<file path="src/rtl/umi_stream_writer.sv">
// USI stream to UMI write initiator: each accepted beat becomes one write request
// whose destination walks a ring buffer; acknowledged mode tracks outstanding writes.
module umi_stream_writer #(
    parameter int AW     = 64,
    parameter int CW     = 32,
    parameter int DW     = 256,
    parameter int MAXOUT = 8,
    parameter int CNTW   = 16
) (
    input  logic            umi_clk,
    input  logic            umi_reset,
    input  logic            cfg_go,
    input  logic            cfg_posted,
    input  logic [AW-1:0]   cfg_base,
    input  logic [CNTW-1:0] cfg_ringbeats,
    input  logic [AW-1:0]   cfg_srcaddr,
    input  logic [4:0]      cfg_hostid,
    input  logic            usi_in_valid,
    input  logic            usi_in_last,
    input  logic [DW-1:0]   usi_in_data,
    output logic            usi_in_ready,
    output logic            umi_out_valid,
    output logic [CW-1:0]   umi_out_cmd,
    output logic [AW-1:0]   umi_out_dstaddr,
    output logic [AW-1:0]   umi_out_srcaddr,
    output logic [DW-1:0]   umi_out_data,
    input  logic            umi_out_ready,
    input  logic            umi_resp_valid,
    input  logic [CW-1:0]   umi_resp_cmd,
    output logic            umi_resp_ready,
    output logic            busy,
    output logic            done,
    output logic            err,
    output logic [CNTW-1:0] frames
);
    localparam int SZ = $clog2(DW/8);
    localparam int OW = $clog2(MAXOUT) + 1;

    typedef enum logic [1:0] {S_IDLE, S_RUN, S_DRAIN} state_t;

    state_t          r_state, w_state_nxt;
    logic            r_posted;
    logic [AW-1:0]   r_base;
    logic [CNTW-1:0] r_ring;
    logic [CNTW-1:0] r_idx;
    logic            r_out_valid;
    logic [CW-1:0]   r_out_cmd;
    logic [AW-1:0]   r_out_dst;
    logic [AW-1:0]   r_out_src;
    logic [DW-1:0]   r_out_data;
    logic [OW-1:0]   r_outst;
    logic            r_err;
    logic            r_done;
    logic [CNTW-1:0] r_frames;

    logic            w_go, w_accept, w_issue, w_inc, w_dec, w_resp_err, w_done_nxt;
    logic [4:0]      w_resp_op;
    logic [OW-1:0]   w_outst_nxt;
    logic [CNTW-1:0] w_idx_inc, w_idx_wrap;
    logic [AW-1:0]   w_addr;
    logic [CW-1:0]   w_cmd;
    logic            w_unused;

    assign w_unused   = ^umi_resp_cmd[CW-1:5];
    assign w_go       = cfg_go & (r_state == S_IDLE);
    assign w_accept   = usi_in_valid & usi_in_ready;
    assign w_issue    = r_out_valid & umi_out_ready;
    assign w_resp_op  = umi_resp_cmd[4:0];
    assign w_inc      = w_issue & !r_posted;
    assign w_dec      = umi_resp_valid & !r_posted & (w_resp_op == 5'h4) & (r_outst != '0);
    assign w_resp_err = umi_resp_valid & (r_posted | (w_resp_op != 5'h4) | (r_outst == '0));

    always_comb begin
        w_outst_nxt = r_outst;
        case ({w_inc, w_dec})
            2'b10:   w_outst_nxt = r_outst + OW'(1);
            2'b01:   w_outst_nxt = r_outst - OW'(1);
            default: w_outst_nxt = r_outst;
        endcase
    end

    // Gate on the post-update count so a same-cycle response frees a slot, and the
    // beat sitting in the output register can never push the count past MAXOUT.
    assign usi_in_ready = (r_state == S_RUN) & (!r_out_valid | umi_out_ready) &
                          (r_posted | (w_outst_nxt < OW'(MAXOUT)));

    assign w_idx_inc  = r_idx + CNTW'(1);
    assign w_idx_wrap = (w_idx_inc == r_ring) ? '0 : w_idx_inc;
    assign w_addr     = r_base + (AW'(r_idx) << SZ);

    always_comb begin
        w_cmd        = '0;
        w_cmd[4:0]   = r_posted ? 5'h5 : 5'h3;
        w_cmd[7:5]   = 3'(SZ);
        w_cmd[22]    = usi_in_last;
        w_cmd[23]    = usi_in_last;
        w_cmd[31:27] = cfg_hostid;
    end

    always_ff @(posedge umi_clk) begin
        if (umi_reset) r_state <= S_IDLE;
        else           r_state <= w_state_nxt;
    end

    always_comb begin
        w_state_nxt = r_state;
        w_done_nxt  = 1'b0;
        case (r_state)
            S_IDLE:  if (cfg_go) w_state_nxt = S_RUN;
            S_RUN:   if (w_accept && usi_in_last) w_state_nxt = S_DRAIN;
            S_DRAIN: if (!r_out_valid && r_outst == '0) begin
                w_state_nxt = S_IDLE;
                w_done_nxt  = 1'b1;
            end
            default: w_state_nxt = S_IDLE;
        endcase
    end

    always_ff @(posedge umi_clk) begin
        if (umi_reset) begin
            r_posted    <= 1'b0;
            r_base      <= '0;
            r_ring      <= CNTW'(1);
            r_idx       <= '0;
            r_out_valid <= 1'b0;
            r_out_cmd   <= '0;
            r_out_dst   <= '0;
            r_out_src   <= '0;
            r_out_data  <= '0;
            r_outst     <= '0;
            r_err       <= 1'b0;
            r_done      <= 1'b0;
            r_frames    <= '0;
        end else begin
            r_done  <= w_done_nxt;
            r_outst <= w_outst_nxt;
            if (w_done_nxt) r_frames <= r_frames + CNTW'(1);
            if (w_go) begin
                r_posted <= cfg_posted;
                r_base   <= cfg_base;
                r_ring   <= (cfg_ringbeats == '0) ? CNTW'(1) : cfg_ringbeats;
                r_idx    <= '0;
            end else if (w_accept) begin
                r_idx    <= w_idx_wrap;
            end
            if (w_accept) begin
                r_out_valid <= 1'b1;
                r_out_cmd   <= w_cmd;
                r_out_dst   <= w_addr;
                r_out_src   <= cfg_srcaddr;
                r_out_data  <= usi_in_data;
            end else if (w_issue) begin
                r_out_valid <= 1'b0;
            end
            if (w_resp_err) r_err <= 1'b1;
            else if (w_go)  r_err <= 1'b0;
        end
    end

    assign umi_out_valid   = r_out_valid;
    assign umi_out_cmd     = r_out_cmd;
    assign umi_out_dstaddr = r_out_dst;
    assign umi_out_srcaddr = r_out_src;
    assign umi_out_data    = r_out_data;
    assign umi_resp_ready  = 1'b1;
    assign busy            = (r_state != S_IDLE);
    assign done            = r_done;
    assign err             = r_err;
    assign frames          = r_frames;
endmodule
</file>
<file path="config.mk">
export PLATFORM = sky130hd
export DESIGN_NAME = umi_stream_writer
export DESIGN_NICKNAME = d
export VERILOG_FILES = /design/src/rtl/umi_stream_writer.sv
export SDC_FILE = /design/constraint.sdc
export NUM_CORES = 1
export LEC_CHECK = 0
export CAP_MARGIN = 20
export CORE_AREA = 2 2 341 343
export CTS_BUF_LIST = sky130_fd_sc_hd__clkbuf_8
export DETAILED_ROUTE_END_ITERATION = 12
export DIE_AREA = 0 0 343 345
export DONT_BUFFER_PORTS = 1
export GPL_ROUTABILITY_DRIVEN = 0
export PLACE_DENSITY_LB_ADDON = 0.25
export SLEW_MARGIN = 20
export SYNTH_ARGS = -nofsm -noshare
export SYNTH_HDL_FRONTEND = slang
export SYNTH_SLANG_ARGS = --single-unit
</file>
<file path="constraint.sdc">
create_clock -name umi_clk -period 11.9 [get_ports umi_clk]
set_input_delay 2.975 -clock umi_clk [delete_from_list [all_inputs] [get_ports umi_clk]]
set_output_delay 2.975 -clock umi_clk [all_outputs]
set_load 0.01 [all_outputs]
</file>
## Word level (Yosys, flattened, before mapping)

Index checks and enable logic that the tools add are counted.

| cells by class | value |
|---|---|
| add/sub/neg operators | 5 |
| $lt $le $gt $ge | 1 |
| eq/ne operators | 10 |
| multiplexer cells | 14 |
| bitwise gates (word level) | 14 |
| reduce and logical (&&, ||, !) cells | 13 |

Operators by type and width:

| cell | count |
|---|---|
| 64-bit by 21-bit adder with 64-bit output | 1 |
| 16-bit by 1-bit adder with 16-bit output, second input constant | 2 |
| 16-bit 2-to-1 mux | 2 |
| 16-bit equality test | 1 |
| 16-bit zero test | 1 |
| 1-bit bitwise AND | 10 |
| 4-bit one-hot mux with 2 select lines | 1 |
| 1-bit 2-to-1 mux | 6 |
| 2-bit 2-to-1 mux | 3 |
| 2-bit one-hot mux with 3 select lines | 1 |
| 2-bit nonzero test | 3 |
| 5-bit by 3-bit equality test with 1-bit output, second input constant | 1 |
| 5-bit by 3-bit inequality test with 1-bit output, second input constant | 1 |
| 4-bit by 1-bit adder with 4-bit output, second input constant | 1 |
| 2-bit by 1-bit equality test with 1-bit output, second input constant | 2 |
| 2-bit equality test, second input constant | 2 |
| 4-bit zero test | 1 |
| 4-bit < comparator, second input constant | 1 |
| 2-bit inequality test, second input constant | 2 |
| 1-bit OR | 4 |
| 4-bit nonzero test | 1 |
| 4-bit by 1-bit subtractor with 4-bit output, second input constant | 1 |
| 3-bit 2-to-1 mux | 1 |
| 3-bit AND reduction | 1 |
| 5 further kinds | 7 |

| word-level totals | value |
|---|---|
| bits in registers | 520 |
| input port bits | 445 |
| output and inout port bits | 438 |
| logic and storage cells | 71 |

## Logic depth before layout (Yosys ltp)

| logic depth | value |
|---|---|
| word-level depth | 13 |
| depth in mapped cells | 16 |
| mapped depth without buffers | 13 |

## Least setup slack after synthesis

Ideal clock, no wire load.

| path | value |
|---|---|
| kind | input to output |
| start point | input port umi_resp_cmd[1] |
| end point | output port usi_in_ready |
| data arrival time | 4.910 ns |
| required time | 8.925 ns |
| setup slack | 4.015 ns |
| stages | 10 |
| path buffers | 0 |
| cells stage by stage | nor4_1 nand4b_1 nor2_1 ha_1 ha_1 a21o_1 a21oi_1 mux2i_1 xor2_1 o21a_1 |

| between the ends | value |
|---|---|
| longest elaborated chain between the ends | 8 |
| elaborated cells between the ends (all ways) | 9 |
| those cells by class | order compare (1); eq/ne (3); mux (1); bitwise (4) |

RTL lines:

| what | line | source |
|---|---|---|
| from (decl) | 29 | `input logic [CW-1:0] umi_resp_cmd,` |
| 5-bit by 3-bit equality test with 1-bit output * | 70 | `assign w_dec = umi_resp_valid & !r_posted & (w_resp_op == 5'h4) & (r_outst != '0);` |
| 1-bit bitwise AND * (2 in a row) | 70 |  |
| 2-bit by 1-bit equality test with 1-bit output / 2-bit equality test (equally long branches) | 75 | `case ({w_inc, w_dec})` |
| 4-bit one-hot mux with 2 select lines * | 75 |  |
| 4-bit < comparator * | 85 | `(r_posted \| (w_outst_nxt < OW'(MAXOUT)));` |
| 1-bit OR * | 85 |  |
| 1-bit bitwise AND * | 84 | `assign usi_in_ready = (r_state == S_RUN) & (!r_out_valid \| umi_out_ready) &` |
| to (decl) | 21 | `output logic usi_in_ready,` |

Mark *: on every way between the ends. The rest lies on a longest branch, timed or not.

## Final worst setup path

Same ends and word-level chain as after synthesis.

==> results.json <==
{
  "stdcell_area_um2": 23200,
  "worst_slack_ps": 3600,
  "ir_worst_vdd_uv": 68.7,
  "tightest_slew_ps": 1200,
  "start_kind": "input port",
  "seq_area_frac_synth_pct": 51.6,
  "ctsHoldBuffers": 0,
  "min_period_ps": 8300,
  "rrSetupSlack_ps": 7030,
  "place_area_um2": 21300,
  "worst_path_max_delay_cell": "xor2_1",
  "firstDrtPassIters": 5,
  "detail_route.wl_per_cell_um": 21.1,
  "fp.dieH_um": 345,
  "critPathTopFamily": "compound AO/OA/AOI/OAI gates",
  "cts_buffers": 98,
  "cpPeakStageDelay_ps": 400,
  "vias": 16603,
  "ys_warn_count": 0,
  "arrival_ps": 5330,
  "nets": 2832,
  "path_cells": "nor4_1 -> nand4b_1 -> nor2_1 -> ha_1 -> ha_1 -> a21o_1 -> a21oi_1 -> mux2i_1 -> xor2_1 -> o21a_1",
  "synth-edff-count": 0,
  "via_per_inst": 4.20,
  "placementRows": 125,
  "maxCapViolCount": 0,
  "critPathKind": "in -> out",
  "r2r_cells": 15,
  "path_max_fanout": 5,
  "dp_hpwl_mm": 59.7,
  "timing.setup.tns_ps": 0,
  "hold_viol_final": 0,
  "grtUsageTotal_pct": 13.4,
  "h-tree-depth": 3,
  "timing.hold.ws_ps": 455,
  "antenna_found_initial": 18,
  "drc": 0,
  "setup_violations": 0,
  "fmaxAchievable_mhz": 120,
  "grt_max_degree": 409,
  "yosysUniqueCellTypes": 62,
  "dpl.cell_count": 3787,
  "pin_count": 883,
  "rsz0062_at_grt": "no",
  "layout_common_cells": "nand2_1, dfxtp_1, a21oi_1",
  "end_kind": "output port",
  "grt_pass1_vias": 15869,
  "r2r-end": "r_idx[11]",
  "clock_sinks": 515,
  "cts_tree": "built",
  "ys_ff_latch": 515,
  "io_buffers": 0,
  "critPathLaunch": "umi_resp_cmd[1]",
  "area_growth_pct": 16.1,
  "cp.required_ps": 8930,
  "drive_above_1_share_pct": 6.96,
  "start_util_pct": 17.4,
  "stdcell_count": 3957,
  "fin_crit_sh_pct": 69.8,
  "endpoint": "usi_in_ready",
  "core_um2": 115000,
  "leakagePower_nw": 7.93,
  "status": "completed",
  "cts_buffer_depth": 3,
  "die-area_um2": 118000,
  "p_total_mw": 3.87,
  "cts.clk_slew.worst_paths_ps": 60,
  "pwr_density_cell_nw_per_um2": 167,
  "drv_slew": 0,
  "async_flop_share_pct": 0,
  "ys.flop_type": "dfxtp_1",
  "crit_top_cell": "ha_1",
  "cts_resized": 0,
  "grt_pass1_wl_mm": 116,
  "insertion_delay_ps": 780,
  "mostFrequentLayoutCell": "nand2_1",
  "syn_area_um2": 20000,
  "post_cts_buffers": 0,
  "postSynthAreaPerCell_um2": 8.24,
  "die_x_um": 343,
  "worst-path-buf-inv": 0,
  "post-place-ws_ps": 3510,
  "reg2reg_from": "r_outst[0]",
  "postRouteAntennaNets": 0,
  "hp-class": "reg -> reg",
  "netlist_instances": 2425,
  "clock_skew_ps": 40.8,
  "grt.overflow.total": 0,
  "cp_num_cells": 10,
  "drt_iter0_drc": 1021,
  "relSlewSlack_pct": 19.7,
  "wl_mm": 83.4,
  "final_util_pct": 20.2,
  "clock-root-buffer": "clkbuf_8"
}
-- sequential cells by signal, indices dropped and copies added (netlist names) --
| register | cells |
|---|---|
| umi_out_valid | 1 |
| r_ring | 16 |
| err | 1 |
| r_state | 2 |
| done | 1 |
| r_outst | 4 |
| r_base | 64 |
| r_idx | 16 |
| frames | 16 |
| umi_out_dstaddr | 64 |
| umi_out_cmd | 9 |
| umi_out_srcaddr | 64 |
| umi_out_data | 256 |
| r_posted | 1 |
-- cell families (layout without fill, tap and decap cells) --
kind of cell | Yosys count | after routing | synth area share [%]
xor+xnor | 88 | 88 | 3.86
fa+ha+maj | 23 | 23 | 1.51
flops | 515 | 515 | 51.6
simple gates | 1019 | 1019 | 21.7
mux | 3 | 3 | 0.150
compound gates | 563 | 563 | 16.6
buf+inv | 212 | 196 | 4.58
other cells | 2 | 26 | 0.0376
-- tightest hold or removal path, delay by kind of cell, from the launching register on --
kind	cells	cell delay, ps
compound gates	1	50
flops	1	310
simple gates	1	50
-- routing by layer --
| metal | GRT usage, % | vias up | part of all wire, % |
|---|---|---|---|
| met5 | 0 | - | 0.22 |
| met4 | 5.71 | 28 | 3.3 |
| met3 | 7.11 | 149 | 12 |
| met2 | 21.1 | 635 | 45 |
| met1 | 15.1 | 7761 | 39 |
| li1 | - | 8030 | - |
-- area by class of cell --
type,instances,area (µm²)
fillers,12982,91900
flip-flops and latches,515,10300
multi-input cells,1717,8870
well taps,1524,1910
clock buffers,113,1560
clock inverters,51,330
repair buffers,14,146
inverters,18,67.6
diodes,5,12.5
-- synthesized netlist by cell type, types with 4 or more instances --
cell | number | area, µm²
nor4_2 | 6 | 75.1
o31ai_1 | 4 | 30.0
buf_2 | 18 | 90.1
nor2b_1 | 6 | 37.5
nand3_1 | 51 | 255
nand4_1 | 28 | 175
or3_1 | 8 | 50.1
o21ai_0 | 39 | 195
xor2_1 | 40 | 350
nor3_1 | 21 | 105
inv_1 | 18 | 67.6
and3_1 | 12 | 75.1
clkbuf_1 | 145 | 544
and2_1 | 4 | 25.0
dfxtp_1 | 515 | 10300
and4_1 | 6 | 52.6
nor3_2 | 4 | 40.0
nor4_1 | 16 | 100
a211oi_1 | 29 | 218
a21oi_1 | 383 | 1920
nand4b_1 | 4 | 35.0
xnor2_1 | 48 | 420
nor2_1 | 91 | 342
nand2_1 | 742 | 2790
ha_1 | 21 | 263
a22o_1 | 76 | 666
a21o_1 | 4 | 30.0
a311oi_1 | 4 | 35.0
buf_4 | 24 | 180
o21a_1 | 5 | 37.5
buf_1 | 6 | 22.5
nand2b_1 | 4 | 25.0
-- power breakdown --
part	internal (mW)	leakage (nW)	switching (mW)
sequential	1.81	4.19	0.109
clock	0.941	1.09	0.800
combinational	0.0751	2.65	0.144
-- worst min-delay path by stage --
stage              start                 end  slack, ps  cells after the start
4_1_cts        r_base[4]  umi_out_dstaddr[4]        460                      2
3_5_place_dp   r_base[0]  umi_out_dstaddr[0]        450                      2
2_1_floorplan  r_base[0]  umi_out_dstaddr[0]        430                      2
6_report       r_base[3]  umi_out_dstaddr[3]        450                      2
5_1_grt        r_base[1]  umi_out_dstaddr[1]        480                      2
3_3_place_gp   r_base[2]  umi_out_dstaddr[2]        440                      2
No activity file was read; power rests on OpenSTA's default activity.
